==> config.mk <==
export PLATFORM = sky130hd
export DESIGN_NAME = alu_arbiter_flat
export DESIGN_NICKNAME = d
export VERILOG_FILES = /design/src/rtl/alu_pkg.sv /design/src/rtl/alu_arbiter_if.sv /design/src/rtl/rr_arb2.sv /design/src/rtl/alu_arbiter.sv /design/src/flat_wrapper.sv
export SDC_FILE = /design/constraint.sdc
export NUM_CORES = 1
export LEC_CHECK = 0
export ABC_AREA = 1
export BUFFER_PORTS_ARGS = -buffer_cell sky130_fd_sc_hd__buf_2
export CAP_MARGIN = 10
export CORE_AREA = 4 4 119 121
export CTS_BUF_LIST = sky130_fd_sc_hd__clkbuf_8
export DETAILED_ROUTE_END_ITERATION = 8
export DIE_AREA = 0 0 123 125
export GPL_TIMING_DRIVEN = 0
export PLACE_DENSITY = 0.79
export SYNTH_ARGS = -nofsm -noshare
export SYNTH_HDL_FRONTEND = slang
export SYNTH_SLANG_ARGS = --single-unit
==> constraint.sdc <==
create_clock -name clk -period 1.55 [get_ports clk]
set_input_delay 0.0775 -clock clk [delete_from_list [all_inputs] [get_ports clk]]
set_output_delay 0.0775 -clock clk [all_outputs]
set_load 0.05 [all_outputs]
==> src/rtl/alu_pkg.sv <==
// alu_pkg: shared definitions for the ALU arbiter slice.
//   XLEN_DEFAULT  - default operand/result width
//   alu_sig_e     - ALUSignal op codes driven to the shared ALU
//   OP_MAX_LEGAL  - highest legal op code; anything above is illegal
//   op_legal()    - legality test for a raw 5-bit op code
package alu_pkg;

    localparam int XLEN_DEFAULT = 32;
    localparam int OP_W         = 5;

    typedef enum logic [OP_W-1:0] {
        ALU_ADD  = 5'd0,
        ALU_SUB  = 5'd1,
        ALU_SLL  = 5'd2,
        ALU_SLT  = 5'd3,
        ALU_SLTU = 5'd4,
        ALU_XOR  = 5'd5,
        ALU_SRL  = 5'd6,
        ALU_SRA  = 5'd7,
        ALU_OR   = 5'd8,
        ALU_AND  = 5'd9
    } alu_sig_e;

    localparam logic [OP_W-1:0] OP_MAX_LEGAL = 5'd9;

    function automatic logic op_legal(input logic [OP_W-1:0] op);
        return op <= OP_MAX_LEGAL;
    endfunction

endpackage

==> src/rtl/alu_arbiter_if.sv <==
// alu_arbiter_if: bundle of requester, response and shared-ALU signals.
//   req_*      - two requesters (0 = EX stage, 1 = branch/address unit)
//   rsp_*      - registered per-requester response slots
//   alu_*      - operands/op out to the shared ALU, combinational result back
// Modports: slave = arbiter side, master = requesters + ALU side.
interface alu_arbiter_if #(parameter int XLEN = alu_pkg::XLEN_DEFAULT);

    logic [1:0]      req_valid;
    logic [1:0]      req_ready;
    logic [4:0]      req_op0;
    logic [4:0]      req_op1;
    logic [XLEN-1:0] req_a0;
    logic [XLEN-1:0] req_b0;
    logic [XLEN-1:0] req_a1;
    logic [XLEN-1:0] req_b1;

    logic [4:0]      alu_signal;
    logic [XLEN-1:0] alu_a;
    logic [XLEN-1:0] alu_b;
    logic [XLEN-1:0] alu_result;

    logic [1:0]      rsp_valid;
    logic [1:0]      rsp_ready;
    logic [1:0]      rsp_err;
    logic [XLEN-1:0] rsp_data0;
    logic [XLEN-1:0] rsp_data1;

    modport slave (
        input  req_valid, req_op0, req_op1, req_a0, req_b0, req_a1, req_b1,
        input  alu_result, rsp_ready,
        output req_ready, alu_signal, alu_a, alu_b,
        output rsp_valid, rsp_err, rsp_data0, rsp_data1
    );

    modport master (
        output req_valid, req_op0, req_op1, req_a0, req_b0, req_a1, req_b1,
        output alu_result, rsp_ready,
        input  req_ready, alu_signal, alu_a, alu_b,
        input  rsp_valid, rsp_err, rsp_data0, rsp_data1
    );

endinterface

==> src/rtl/rr_arb2.sv <==
// rr_arb2: two-way round-robin arbiter.
//   clk, rst_n  - clock, async active-low reset (pointer -> requester 0)
//   eligible    - per-requester eligibility
//   grant       - one-hot grant (or zero when nobody is eligible)
// The pointer names the preferred requester on a tie and always moves to
// the loser after a grant, so two continuous requesters alternate.
module rr_arb2 (
    input  logic       clk,
    input  logic       rst_n,
    input  logic [1:0] eligible,
    output logic [1:0] grant
);

    logic ptr_q, ptr_d;

    always_comb begin
        grant = 2'b00;
        case (eligible)
            2'b01:   grant = 2'b01;
            2'b10:   grant = 2'b10;
            2'b11:   grant = ptr_q ? 2'b10 : 2'b01;
            default: grant = 2'b00;
        endcase

        ptr_d = ptr_q;
        if (grant[0])      ptr_d = 1'b1;
        else if (grant[1]) ptr_d = 1'b0;
    end

    always_ff @(posedge clk or negedge rst_n) begin
        if (!rst_n) ptr_q <= 1'b0;
        else        ptr_q <= ptr_d;
    end

endmodule

==> src/rtl/alu_arbiter.sv <==
// alu_arbiter: shares one combinational ALU between two requesters.
//   clk, rst_n - clock, async active-low reset
//   bus        - alu_arbiter_if slave: requests in, ALU op/operands out,
//                ALU result in, registered responses out
// One request is accepted per cycle; its ALU result is captured into that
// requester's response slot on the accept edge (1-cycle latency). Illegal
// op codes are accepted but never reach the ALU; they answer 0 with err set.
module alu_arbiter
    import alu_pkg::*;
#(
    parameter int XLEN = XLEN_DEFAULT
) (
    input  logic          clk,
    input  logic          rst_n,
    alu_arbiter_if.slave  bus
);

    logic [1:0]            eligible;
    logic [1:0]            grant;
    logic [1:0][OP_W-1:0]  req_op;
    logic [1:0][XLEN-1:0]  req_a;
    logic [1:0][XLEN-1:0]  req_b;

    logic                  sel_idx;
    logic                  sel_legal;
    logic [OP_W-1:0]       alu_signal;
    logic [XLEN-1:0]       alu_a;
    logic [XLEN-1:0]       alu_b;

    logic [1:0]            rsp_valid_q, rsp_valid_d;
    logic [1:0]            rsp_err_q,   rsp_err_d;
    logic [1:0][XLEN-1:0]  rsp_data_q,  rsp_data_d;

    assign req_op = {bus.req_op1, bus.req_op0};
    assign req_a  = {bus.req_a1,  bus.req_a0};
    assign req_b  = {bus.req_b1,  bus.req_b0};

    // A slot can take a new result if it is empty or being drained this
    // cycle. Gating with rst_n keeps req_ready low throughout reset.
    always_comb begin
        eligible = bus.req_valid & (~rsp_valid_q | bus.rsp_ready) & {2{rst_n}};
    end

    rr_arb2 u_arb (
        .clk      (clk),
        .rst_n    (rst_n),
        .eligible (eligible),
        .grant    (grant)
    );

    assign sel_idx   = grant[1];
    assign sel_legal = op_legal(req_op[sel_idx]);

    // ALU sees ADD 0,0 unless a legal op is granted.
    always_comb begin
        alu_signal = ALU_ADD;
        alu_a      = '0;
        alu_b      = '0;
        if (|grant && sel_legal) begin
            alu_signal = req_op[sel_idx];
            alu_a      = req_a[sel_idx];
            alu_b      = req_b[sel_idx];
        end
    end

    // Grant wins over consume so a drain + accept in one cycle keeps the
    // slot valid and loads the fresh result.
    always_comb begin
        rsp_valid_d = rsp_valid_q;
        rsp_err_d   = rsp_err_q;
        rsp_data_d  = rsp_data_q;
        for (int k = 0; k < 2; k++) begin
            if (grant[k]) begin
                rsp_valid_d[k] = 1'b1;
                rsp_err_d[k]   = ~sel_legal;
                rsp_data_d[k]  = sel_legal ? bus.alu_result : '0;
            end else if (bus.rsp_ready[k]) begin
                rsp_valid_d[k] = 1'b0;
            end
        end
    end

    always_ff @(posedge clk or negedge rst_n) begin
        if (!rst_n) begin
            rsp_valid_q <= '0;
            rsp_err_q   <= '0;
            rsp_data_q  <= '0;
        end else begin
            rsp_valid_q <= rsp_valid_d;
            rsp_err_q   <= rsp_err_d;
            rsp_data_q  <= rsp_data_d;
        end
    end

    assign bus.req_ready  = grant;
    assign bus.alu_signal = alu_signal;
    assign bus.alu_a      = alu_a;
    assign bus.alu_b      = alu_b;
    assign bus.rsp_valid  = rsp_valid_q;
    assign bus.rsp_err    = rsp_err_q;
    assign bus.rsp_data0  = rsp_data_q[0];
    assign bus.rsp_data1  = rsp_data_q[1];

endmodule

==> src/flat_wrapper.sv <==
// flat-port wrapper written by rule: the top's interface ports become plain ports
module alu_arbiter_flat import alu_pkg::*;
#(
    parameter int XLEN = XLEN_DEFAULT
)
  (clk, rst_n, bus_req_valid, bus_req_op0, bus_req_op1, bus_req_a0, bus_req_b0, bus_req_a1, bus_req_b1, bus_alu_result, bus_rsp_ready, bus_req_ready, bus_alu_signal, bus_alu_a, bus_alu_b, bus_rsp_valid, bus_rsp_err, bus_rsp_data0, bus_rsp_data1);
  alu_arbiter_if #(.XLEN(XLEN)) bus_i ();
  input  logic clk;
  input  logic rst_n;
  input wire logic [$bits(bus_i.req_valid)-1:0] bus_req_valid;
  input wire logic [$bits(bus_i.req_op0)-1:0] bus_req_op0;
  input wire logic [$bits(bus_i.req_op1)-1:0] bus_req_op1;
  input wire logic [$bits(bus_i.req_a0)-1:0] bus_req_a0;
  input wire logic [$bits(bus_i.req_b0)-1:0] bus_req_b0;
  input wire logic [$bits(bus_i.req_a1)-1:0] bus_req_a1;
  input wire logic [$bits(bus_i.req_b1)-1:0] bus_req_b1;
  input wire logic [$bits(bus_i.alu_result)-1:0] bus_alu_result;
  input wire logic [$bits(bus_i.rsp_ready)-1:0] bus_rsp_ready;
  output wire logic [$bits(bus_i.req_ready)-1:0] bus_req_ready;
  output wire logic [$bits(bus_i.alu_signal)-1:0] bus_alu_signal;
  output wire logic [$bits(bus_i.alu_a)-1:0] bus_alu_a;
  output wire logic [$bits(bus_i.alu_b)-1:0] bus_alu_b;
  output wire logic [$bits(bus_i.rsp_valid)-1:0] bus_rsp_valid;
  output wire logic [$bits(bus_i.rsp_err)-1:0] bus_rsp_err;
  output wire logic [$bits(bus_i.rsp_data0)-1:0] bus_rsp_data0;
  output wire logic [$bits(bus_i.rsp_data1)-1:0] bus_rsp_data1;
  assign bus_i.req_valid = bus_req_valid;
  assign bus_i.req_op0 = bus_req_op0;
  assign bus_i.req_op1 = bus_req_op1;
  assign bus_i.req_a0 = bus_req_a0;
  assign bus_i.req_b0 = bus_req_b0;
  assign bus_i.req_a1 = bus_req_a1;
  assign bus_i.req_b1 = bus_req_b1;
  assign bus_i.alu_result = bus_alu_result;
  assign bus_i.rsp_ready = bus_rsp_ready;
  assign bus_req_ready = bus_i.req_ready;
  assign bus_alu_signal = bus_i.alu_signal;
  assign bus_alu_a = bus_i.alu_a;
  assign bus_alu_b = bus_i.alu_b;
  assign bus_rsp_valid = bus_i.rsp_valid;
  assign bus_rsp_err = bus_i.rsp_err;
  assign bus_rsp_data0 = bus_i.rsp_data0;
  assign bus_rsp_data1 = bus_i.rsp_data1;
  alu_arbiter #(.XLEN(XLEN)) u_core (.clk(clk), .rst_n(rst_n), .bus(bus_i));
endmodule
==> metrics.csv, run 1 <==
stage,metric,value,unit
floorplan,core area,13100,sq um
power,VDD IR max,0.660,mV
sta,RSZ-0062 raised after global routing,yes,
cts,Clock transition at path regs,90,ps
place,gpl congestion,0.906,
place,Post-Place Cell Area,6660,sq um
global_route,initial antenna violation count,0,
synth,Synth top area share,38.7,%
final_layout,area growth from synthesis to layout,88.7,%
final_layout,multi-input logic area,2680,sq um
critical_path,Crit. End Element,primary output,
sta,worst hold slack,-330,ps
floorplan,num rows,42,
synth,Yosys reg bits,69,
critical_path,crit path DAT,2320,ps
cts,Clock Path Buffers,2,
sta,Max Transition Viols Final,0,
outcome,status,finished with violations,
final_layout,Antenna diodes,0,
final_layout,most frequent cells in the layout,"nand2_1 (328), buf_2 (246), nor2_4 (67), dfrtp_1 (67), nand4_1 (65)",
global_route,largest net degree at the start of global routing,72,
floorplan,Ports,315,
critical_path,crit path kind,reg -> out,
sta,final clock skew,16.1,ps
final_layout,Final Util,64.4,%
critical_path,crit-path cells,nand2_4 -> nand2_4 -> nor2_4 -> nand2_8 -> buf_8 -> nand2_4 -> nand2_4 -> nand2_4 -> nand3_4 -> buf_12 -> buf_12 -> nor2_4 -> buf_8,
synth,post-synth top area cell,dfrtp_1,
critical_path,CP startpoint kind,flip-flop,
synth,"Seq/Total Area, Yosys",38.7,%
power,P_int,0.00393,W
route,DRC Markers,0,
critical_path,"CP delay by family, top",simple AND/OR/NAND/NOR gates,
synth,Synth cell types,22,
global_route,GR Overflow Total,0,
place,DP Wirelength,14.0,mm
final_layout,share of layout cells above drive strength 1,47.2,%
route,Iter 0 DRT Violations,437,
route,DR vias/cell,4.77,
critical_path,r2r endpoint,u_core.bus.rsp_data0[14],
outcome,violated checks,"negative hold slack, negative setup slack",
cts,worst skew pair latency,360,ps
critical_path,register-to-register setup slack,-660,ps
synth,mean post-synth cell area,6.51,sq um
route,drt wl/cell,16.3,um
cts,number of H-tree levels,3,
critical_path,Critical Path Start,u_core.bus.rsp_valid[1],
critical_path,crit path max fanout,10,
final_layout,final net count,1256,
synth,syn nets,862,
synth,synthesized instance count,686,
global_route,GRT Total Usage,24.4,%
route,Routed Wire Length,20.5,mm
cts,CTS tree,done,
global_route,number of global-route vias before repair,5649,
sta,Max Freq,417,MHz
sta,Final Critical Period,2400,ps
power,Pleak,4.89,nW
cts,clk root buf,clkbuf_8,
power,Sw Share,47.7,%
power,pwr dens,893,nW/um^2
power,power share of the combinational group,52.9,%
cts,"Hold-fix buffers, CTS",33,
sta,"Hold Vio Cnt, Final",69,
synth,post-synthesis cell area,4460,sq um
cts,TritonCTS Buffers,9,
critical_path,Crit path top cell by count,nand2_4,
critical_path,required time worst endpoint,1470,ps
critical_path,slowest cell delay on critical path,430,ps
final_layout,FF/Latch Area,1730,sq um
run,max cap viols,0,
critical_path,worst r2r path cells,16,
place,placed insts,1175,
route,Antenna Violating Nets Remaining,0,
final_layout,Layout Cells excl Fill,1261,
floorplan,die area,15400,sq um
sta,final setup vio count,138,
critical_path,Slowest cell on crit path,dfrtp_2,
final_layout,# fillers,1073,
floorplan,chip height,125,um
floorplan,Starting Density,34.1,%
global_route,first-pass GRT wire length,29.8,mm
sta,worst slew pin tran,543,ps
sta,final setup margin,-847,ps
synth,Yosys warning total,0,
sta,fin crit share,155,%
sta,Slew headroom,63.4,%
critical_path,FF-to-FF Start,u_core.bus.rsp_valid[1],
power,Clock Power Share,17.1,%
power,sequential share of power,30.1,%
route,via count,6019,
synth,Synth area leaders,"dfrtp_1 (39%), nand2_1 (29%), nand4_1 (9.1%)",
power,switching power,0.00359,W
place,PortBufs,313,
min_path,Hold Path Class,in -> async,
critical_path,WP buf/inv,4,
floorplan,die width,123,um
cts,clock sink count,69,
final_layout,"commonest non-fill, non-tap cell in the layout",nand2_1,
final_layout,"Design Area, Final",8420,sq um
route,DR pass1 iterations,5,
## registers in the layout, summed over array words and instances (netlist names)
signal,count
u_core.bus.rsp_data0,32
u_core.bus.rsp_data1,32
u_core.bus.rsp_err,2
u_core.bus.rsp_valid,2
u_core.u_arb.ptr_q,1
## worst max path at each step
stage	endpoint	slack (ps)	cells past startpoint
2_1_floorplan	bus_alu_a[10]	-480	12
3_3_place_gp	bus_alu_a[0]	-1730	13
3_5_place_dp	bus_alu_a[0]	-1230	13
4_1_cts	bus_alu_a[21]	-870	13
5_1_grt	bus_alu_a[15]	-930	13
6_report	bus_alu_a[21]	-850	13
## Yosys cell counts
| cell | count |
|---|---|
| buf_1 | 3 |
| buf_2 | 12 |
| buf_4 | 7 |
| buf_6 | 5 |
| clkbuf_1 | 23 |
| clkinv_1 | 2 |
| conb_1 | 1 |
| dfrtp_1 | 69 |
| inv_1 | 73 |
| inv_2 | 2 |
| nand2_1 | 343 |
| nand2_2 | 4 |
| nand2_4 | 1 |
| nand3_1 | 1 |
| nand3_2 | 2 |
| nand3b_1 | 1 |
| nand4_1 | 65 |
| nor2_1 | 37 |
| nor2_2 | 20 |
| nor2_4 | 11 |
| o21ai_0 | 2 |
| o21ai_2 | 2 |
## final cells by class
cell class	count	area share, %
plain buffers	50	6.16
clock buffers	9	1.47
clock inverters	7	0.520
inverters	77	3.67
multi-input cells	490	31.8
flip-flops and latches	69	20.5
well taps	176	2.61
repair buffers	383	33.3
## power groups by stage
stage	clock, W	combinational, W	sequential [W]
2_1_floorplan	0	0.00137	0.00329
3_3_place_gp	0	0.00331	0.00228
3_5_place_dp	0	0.00335	0.00227
4_1_cts	0.00133	0.00374	0.00225
5_1_grt	0.00140	0.00420	0.00230
6_report	0.00129	0.00398	0.00226
## cells by family after synthesis
group	share of synthesized area, %
buf+inv	12.4
simple gates	48.2
flops	38.7
other cells	0.0840
compound gates	0.617
## through the flow
stage / hold WS [ps] / TNS [ps] / setup slack, ps / power [W]
3_5_place_dp: 257 / -137610 / -1230 / 0.00562
3_3_place_gp: 335 / -205410 / -1730 / 0.00559
6_report: -330 / -89310 / -847 / 0.00752
2_1_floorplan: -218 / -41830 / -477 / 0.00466
5_1_grt: -312 / -101390 / -934 / 0.00790
4_1_cts: -262 / -85070 / -873 / 0.00732
## repair_timing
| item | in CTS | in global routing |
|---|---|---|
| hold endpoints to repair | 132 | 69 |
| pin swaps | 4 | 14 |
| gates resized for setup | 191 | 94 |
| buffers inserted | 13 | 18 |
| gates cloned | 3 | 4 |
| setup endpoints to repair | 138 | 138 |
## layer usage
metal | vias to the layer above | wire [um] | track usage [%]
li1 | 2881 | - | -
met1 | 2792 | 7890 | 29.7
met2 | 314 | 10600 | 42.5
met3 | 32 | 1670 | 6.68
met5 | - | 0 | 0
met4 | 0 | 418 | 5.99
(Power assumes the default switching activity.)
==> run 2: changes to the inputs <==
TNS_END_PERCENT = 20   (was unset)
==> run 2 against run 1 <==
  * The run still ends with negative hold slack, negative setup slack left
  * Via count shrank 2.4%
  * Register-to-register slack gained 110 ps
  * Global-route usage is essentially flat
  * Clock power grew 35%
  * Critical path type unchanged
  * Highest routed layer is now met5
==> metrics.csv, run 2 (synthesized netlist as in run 1, its figures left out) <==
stage,metric,value,unit,change
floorplan,core area,13100,sq um,unchanged
cts,worst skew pair latency,340,ps,-20 ps
outcome,violated checks,"negative hold slack, negative setup slack",,
sta,"Hold Vio Cnt, Final",69,,unchanged
route,Routed Wire Length,19.9,mm,-3.0%
critical_path,required time worst endpoint,1470,ps,about the same
min_path,Hold Path Class,in -> async,,
power,Clock Power Share,22.4,%,+5.3 points
floorplan,die area,15400,sq um,unchanged
critical_path,crit path DAT,2310,ps,about the same
place,Setup WS pre-CTS,-1200,ps,+24.9 ps
cts,number of H-tree levels,3,,unchanged
route,DR pass1 iterations,6,,+1
place,placed insts,1175,,unchanged
route,DR vias/cell,4.75,,-0.48%
floorplan,Ports,315,,unchanged
sta,fin crit share,154,%,-0.72 points
floorplan,num rows,42,,unchanged
place,Post-Place Cell Area,6630,sq um,-0.38%
power,Sw Share,44.8,%,-2.9 points
global_route,first-pass GRT wire length,29.9,mm,+0.40%
place,gpl congestion,0.920,,+1.5%
critical_path,crit path max fanout,10,,unchanged
power,power share of the combinational group,48.5,%,-4.4 points
final_layout,Layout Cells excl Fill,1237,,-1.9%
power,pwr dens,957,nW/um^2,+7.2%
sta,final setup vio count,137,,-0.72%
final_layout,share of layout cells above drive strength 1,44.7,%,-2.5 points
global_route,GR Overflow Total,0,,unchanged
final_layout,most frequent cells in the layout,"nand2_1 (336), buf_2 (248), inv_1 (73)",,
global_route,number of global-route vias before repair,5865,,+3.8%
run,max cap viols,0,,unchanged
cts,clock sink count,69,,unchanged
floorplan,die width,123,um,unchanged
power,sequential share of power,29.1,%,-1.0 points
final_layout,# fillers,1089,,+1.5%
place,PortBufs,313,,unchanged
critical_path,crit path kind,reg -> out,,
sta,final setup TNS,-83290,ps,+6020 ps
floorplan,chip height,125,um,unchanged
final_layout,Final Util,62.1,%,-2.3 points
global_route,initial antenna violation count,2,,+2
power,P_int,0.00429,W,+9.2%
cts,TritonCTS Buffers,9,,unchanged
route,DRC Markers,0,,unchanged
place,DP Wirelength,14.2,mm,+1.9%
route,drt wl/cell,16.1,um,-1.1%
final_layout,"commonest non-fill, non-tap cell in the layout",nand2_1,,
cts,Clock transition at path regs,80,ps,about the same
global_route,largest net degree at the start of global routing,72,,unchanged
cts,CTS tree,done,,
power,VDD IR max,0.843,mV,+28%
floorplan,Starting Density,34.1,%,unchanged
route,Iter 0 DRT Violations,309,,-29%
critical_path,Crit. End Element,primary output,,
global_route,GRT Total Usage,24.4,%,about the same
sta,Max Freq,419,MHz,+0.47%
sta,worst hold slack,-266,ps,+64.0 ps
power,switching power,0.00349,W,-3.0%
sta,Slew headroom,63.0,%,-0.46 points
cts,Clock Path Buffers,2,,unchanged
sta,Final Critical Period,2390,ps,-11.2 ps
sta,final setup margin,-836,ps,+11.2 ps
sta,final clock skew,5.56,ps,-10.5 ps
sta,RSZ-0062 raised after global routing,yes,,
critical_path,CP startpoint kind,flip-flop,,
outcome,status,finished with violations,,
sta,worst slew pin tran,556,ps,+12.6 ps
final_layout,"Design Area, Final",8130,sq um,-3.5%
power,Pleak,4.75,nW,-2.8%
sta,Max Transition Viols Final,0,,unchanged
final_layout,final net count,1230,,-2.1%
route,via count,5876,,-2.4%
route,Antenna Violating Nets Remaining,0,,unchanged
final_layout,area growth from synthesis to layout,82.0,%,
cts,clk root buf,clkbuf_8,,
## run 2: power by group through the flow
stage	Sequential, W	Combinational, W	Clock [W]
detailed placement	0.00227	0.00333	0
floorplan	0.00329	0.00136	0
finish	0.00226	0.00378	0.00174
global placement	0.00228	0.00329	0
CTS	0.00226	0.00368	0.00177
global route	0.00230	0.00400	0.00186
## run 2: critical path, stage by stage, from the launching register on
cell and delay (ps):
dfrtp_2 420, nand2_2 90, nand2_4 70, nor2_4 200
nand2_8 110, buf_12 150, nand2_4 50, nand2_4 50
nand2_4 80, nand3_4 100, buf_12 190, buf_12 160
nor2_4 120, buf_8 160
## run 2: cell type report
| cell class | instances | area [sq um] | area share [%] |
|---|---|---|---|
| diodes | 2 | 5.00 | 0.0616 |
| well taps | 176 | 220 | 2.71 |
| clock inverters | 7 | 114 | 1.40 |
| repair buffers | 357 | 2570 | 31.7 |
| flip-flops and latches | 69 | 1730 | 21.3 |
| inverters | 77 | 303 | 3.73 |
| multi-input cells | 490 | 2610 | 32.1 |
| clock buffers | 9 | 124 | 1.52 |
| plain buffers | 50 | 450 | 5.54 |
## run 2: path summary, 6_finish.rpt
kind | slack (ps) | to | from | cells past startpoint
min in group clk | 10 | u_core.bus.rsp_data1[14] | bus_alu_result[14] | 3
worst max register to register | -550 | u_core.bus.rsp_data0[12] | u_core.bus.rsp_valid[1] | 14
worst max-delay path | -840 | bus_alu_a[14] | u_core.bus.rsp_valid[1] | 13
worst min-delay path | -270 | u_core.bus.rsp_data0[21] | rst_n | 1
worst min register to register | 480 | u_core.bus.rsp_data1[18] | u_core.bus.rsp_data1[18] | 2
max in group asynchronous | 1400 | u_core.bus.rsp_valid[0] | rst_n | 1
## run 2: metrics by stage
| step | hold WS, ps | power, W |
|---|---|---|
| floorplan | -218 | 0.00465 |
| global placement | 338 | 0.00557 |
| detailed placement | 255 | 0.00561 |
| CTS | -244 | 0.00771 |
| global route | -228 | 0.00816 |
| finish | -266 | 0.00778 |
## run 2: what timing repair did
action,in CTS,in global routing
buffers inserted,11,2
hold buffers,27,1
pin swaps,7,4
gates resized for setup,206,39
endpoints found under the hold margin,106,71
setup endpoints to repair,138,138
cloned,2,1
## run 2: routing by layer
metal | routed length (um) | GRT usage (%)
met3 | 1880 | 6.46
met4 | 667 | 10.2
met1 | 7200 | 27.3
met5 | 7 | 0
met2 | 10200 | 43.3
==> run 3: changes to the inputs <==
PLACE_DENSITY = 0.75   (was 0.79)
SYNTH_HIERARCHICAL = 1   (was unset)
==> run 3 against run 2 <==
  * The flow still finishes with violations (negative hold slack, negative setup slack)
  * Sequential share of layout area up 0.33 points
  * Fmax down 4.0%
  * Worst hold slack better by 16 ps
  * Highest routed layer is now met4
==> metrics.csv, run 3 <==
stage,metric,value,unit,change
synth,Async SR Flop Fraction,100,%,unchanged
synth,Post-Synth Simple-Gate Area,31.5,%,-17 points
sta,Slew headroom,57.0,%,-6.0 points
global_route,GRT Total Usage,25.7,%,+1.3 points
synth,post-synthesis cell area,3970,sq um,-11%
synth,top_reg_cell synth,dfrtp_1,,
synth,Yosys warning total,6,,+6
synth,post-synthesis compound-gate area fraction,1.10,%,+0.49 points
final_layout,area growth from synthesis to layout,102,%,
floorplan,die area,15400,sq um,unchanged
cts,clk root buf,clkbuf_8,,
floorplan,num rows,42,,unchanged
synth,largest family of logic cells by synthesized area,simple AND/OR/NAND/NOR gates,,
route,DR pass1 iterations,4,,-2
cts,CTS tree,done,,
global_route,GR Overflow Total,0,,unchanged
critical_path,required time worst endpoint,1470,ps,about the same
critical_path,WP buf/inv,4,,unchanged
floorplan,Ports,315,,unchanged
cts,number of H-tree levels,3,,unchanged
sta,fin crit share,160,%,+6.4 points
synth,Synth area leaders,"dfrtp_1 (44%), mux2i_1 (16%), nand2_1 (14%)",,
sta,"Hold Vio Cnt, Final",69,,unchanged
route,Iter 0 DRT Violations,421,,+36%
final_layout,final net count,1036,,-16%
place,placed insts,974,,-17%
route,Routed Wire Length,21.2,mm,+6.2%
final_layout,Layout Cells excl Fill,1045,,-16%
synth,synth cell count leaders,"nand2_1 (152), dfrtp_1 (69), nor2_1 (67)",,
sta,Max Transition Viols Final,0,,unchanged
synth,Synth top area share,43.5,%,+4.8 points
floorplan,die width,123,um,unchanged
floorplan,chip height,125,um,unchanged
sta,final clock skew,11.7,ps,+6.09 ps
critical_path,crit-path cells,inv_2 -> o211a_4 -> nand2_4 -> nand2_8 -> buf_8 -> buf_2 -> mux2i_1 -> nor2_4 -> buf_8,,
critical_path,worst r2r path cells,16,,+2
final_layout,"commonest non-fill, non-tap cell in the layout",buf_2,,
synth,Yosys reg bits,69,,unchanged
power,Tot Pwr,0.00830,W,+6.6%
floorplan,core area,13100,sq um,unchanged
sta,worst hold slack,-250,ps,+16.1 ps
synth,Synth cell types,21,,-4.5%
synth,most common cell in the netlist,nand2_1,,
synth,Post-synth EDFFs,0,,unchanged
critical_path,Slowest cell on crit path,mux2i_1,,
cts,Clock transition at path regs,70,ps,about the same
route,drt wl/cell,20.2,um,+26%
route,via count,5147,,-12%
route,DRC Markers,0,,unchanged
synth,syn nets,661,,-23%
power,VDD IR max,0.706,mV,-16%
route,DR vias/cell,4.93,,+3.7%
route,Antenna Violating Nets Remaining,0,,unchanged
power,pwr dens,1040,nW/um^2,+8.3%
synth,synthesized-area fraction occupied by adder cells,0,%,unchanged
route,WL met2,11.0,mm,+8.1%
critical_path,CP startpoint kind,flip-flop,,
critical_path,"CP delay by family, top",buffers and inverters,,
synth,synthesized instance count,485,,-29%
critical_path,Crit. End Element,primary output,,
place,gpl congestion,0.973,,+5.8%
critical_path,crit path kind,reg -> out,,
route,met3 routed WL,1.66,mm,-12%
run,max cap viols,0,,unchanged
route,DR top layer,met4,,
critical_path,register-to-register setup slack,-560,ps,about the same
cts,Clock Path Buffers,2,,unchanged
critical_path,Crit path top cell by count,buf_8,,
synth,"Seq/Total Area, Yosys",43.5,%,+4.8 points
global_route,first-pass GRT wire length,30.3,mm,+1.5%
critical_path,crit path DAT,2410,ps,+100 ps
sta,final setup TNS,-86590,ps,-3300 ps
critical_path,FF-to-FF Start,u_core/bus.rsp_valid[1],,
final_layout,"Design Area, Final",8000,sq um,-1.5%
cts,clock sink count,69,,unchanged
min_path,Hold Path Class,in -> async,,
sta,worst slew pin tran,646,ps,+90.0 ps
place,DP Wirelength,15.0,mm,+5.2%
cts,TritonCTS Buffers,9,,unchanged
place,PortBufs,313,,unchanged
cts,worst skew pair latency,340,ps,about the same
sta,RSZ-0062 raised after global routing,yes,,
critical_path,slowest cell delay on critical path,460,ps,+40 ps
global_route,initial antenna violation count,4,,+2
global_route,largest net degree at the start of global routing,72,,unchanged
place,Post-Place Cell Area,6310,sq um,-4.9%
global_route,number of global-route vias before repair,5295,,-9.7%
sta,final setup margin,-935,ps,-98.7 ps
outcome,violated checks,"negative hold slack, negative setup slack",,
route,M1 wire length,7.74,mm,+7.5%
sta,Final Critical Period,2480,ps,+98.7 ps
critical_path,crit path max fanout,10,,unchanged
floorplan,Starting Density,30.3,%,-3.8 points
sta,Max Freq,402,MHz,-4.0%
outcome,status,finished with violations,,
synth,post-synthesis mux area share,16.4,%,+16 points
synth,post-synth top area cell,dfrtp_1,,
critical_path,r2r endpoint,u_core/bus.rsp_data1[3],,
power,Pleak,4.20,nW,-12%
synth,mean post-synth cell area,8.18,sq um,+26%
final_layout,share of layout cells above drive strength 1,56.1,%,+11 points
sta,final setup vio count,137,,unchanged
final_layout,most frequent cells in the layout,"buf_2 (245), nand2_1 (141), dfrtp_1 (67)",,
synth,XOR/XNOR share of the synthesized area,0,%,unchanged
==> run 3: worst max path at each step <==
stage | startpoint | end | slack, ps | cells past startpoint
6_report | u_core/bus.rsp_valid[1] | bus_alu_b[11] | -930 | 9
5_1_grt | u_core/bus.rsp_valid[0] | bus_alu_b[11] | -1030 | 10
4_1_cts | u_core/bus.rsp_valid[0] | bus_alu_b[24] | -890 | 16
3_5_place_dp | rst_n | bus_alu_b[24] | -1470 | 9
3_3_place_gp | rst_n | bus_alu_b[24] | -1980 | 9
2_1_floorplan | u_core/bus.rsp_valid[1] | bus_alu_b[10] | -750 | 14
==> run 3: cell type report <==
class / instances / area [sq um]
antenna: 5 / 12.5
buffer: 45 / 507
clock buffer: 10 / 138
clock inverter: 5 / 21.3
fill: 1047 / 5080
inverter: 12 / 62.6
multi-input combinational: 359 / 2570
sequential: 69 / 1730
tap: 176 / 220
timing repair buffer: 364 / 2740
==> run 3: timing repair <==
| item | in CTS | in global routing |
|---|---|---|
| setup endpoints to repair | 138 | 138 |
| hold endpoints to repair | 113 | 71 |
| pin swaps | 10 | 3 |
| hold buffers | 30 | 2 |
| setup buffers | 13 | 0 |
| gates resized for setup | 231 | 44 |
| cloned | 5 | 1 |
==> run 3: worst register-to-register path: stages (launching register included) <==
cell     delay [ps]
dfrtp_2         410
inv_2            70
o211a_4         220
nand2_4          80
nand2_8         100
inv_6            40
buf_8           120
nand2_4          60
nand2_4          50
nand2_2          50
nand2_2          70
buf_4           150
buf_8           120
buf_8           140
buf_6           140
nand4_1         110
nand2_1          60
==> run 3: per-stage QoR <==
stage               util (%)  setup slack (ps)  hold slack, ps
floorplan                  -              -750            -218
global placement        48.2             -1980             281
detailed placement      48.2             -1470             269
CTS                     59.5              -886            -230
global route            61.2             -1030            -215
finish                  61.2              -935            -250
==> run 3: kinds of logic after synthesis <==
| logic type | Yosys count |
|---|---|
| compound gates | 6 |
| buf+inv | 57 |
| flops | 69 |
| mux | 65 |
| other cells | 1 |
| simple gates | 287 |
==> run 3: power breakdown <==
| group | switching, W | internal [W] | leakage [nW] |
|---|---|---|---|
| combinational | 0.00318 | 0.00159 | 3.18 |
| sequential | 0.000185 | 0.00212 | 0.918 |
| clock | 0.000629 | 0.000593 | 0.0957 |
| total | 0.00399 | 0.00430 | 4.20 |
==> run 3: metal layers <==
layer,vias to the layer above,track usage (%)
met3,51,5.60
li1,2377,-
met2,268,45.3
met5,-,0
met1,2451,29.7
met4,0,10.9
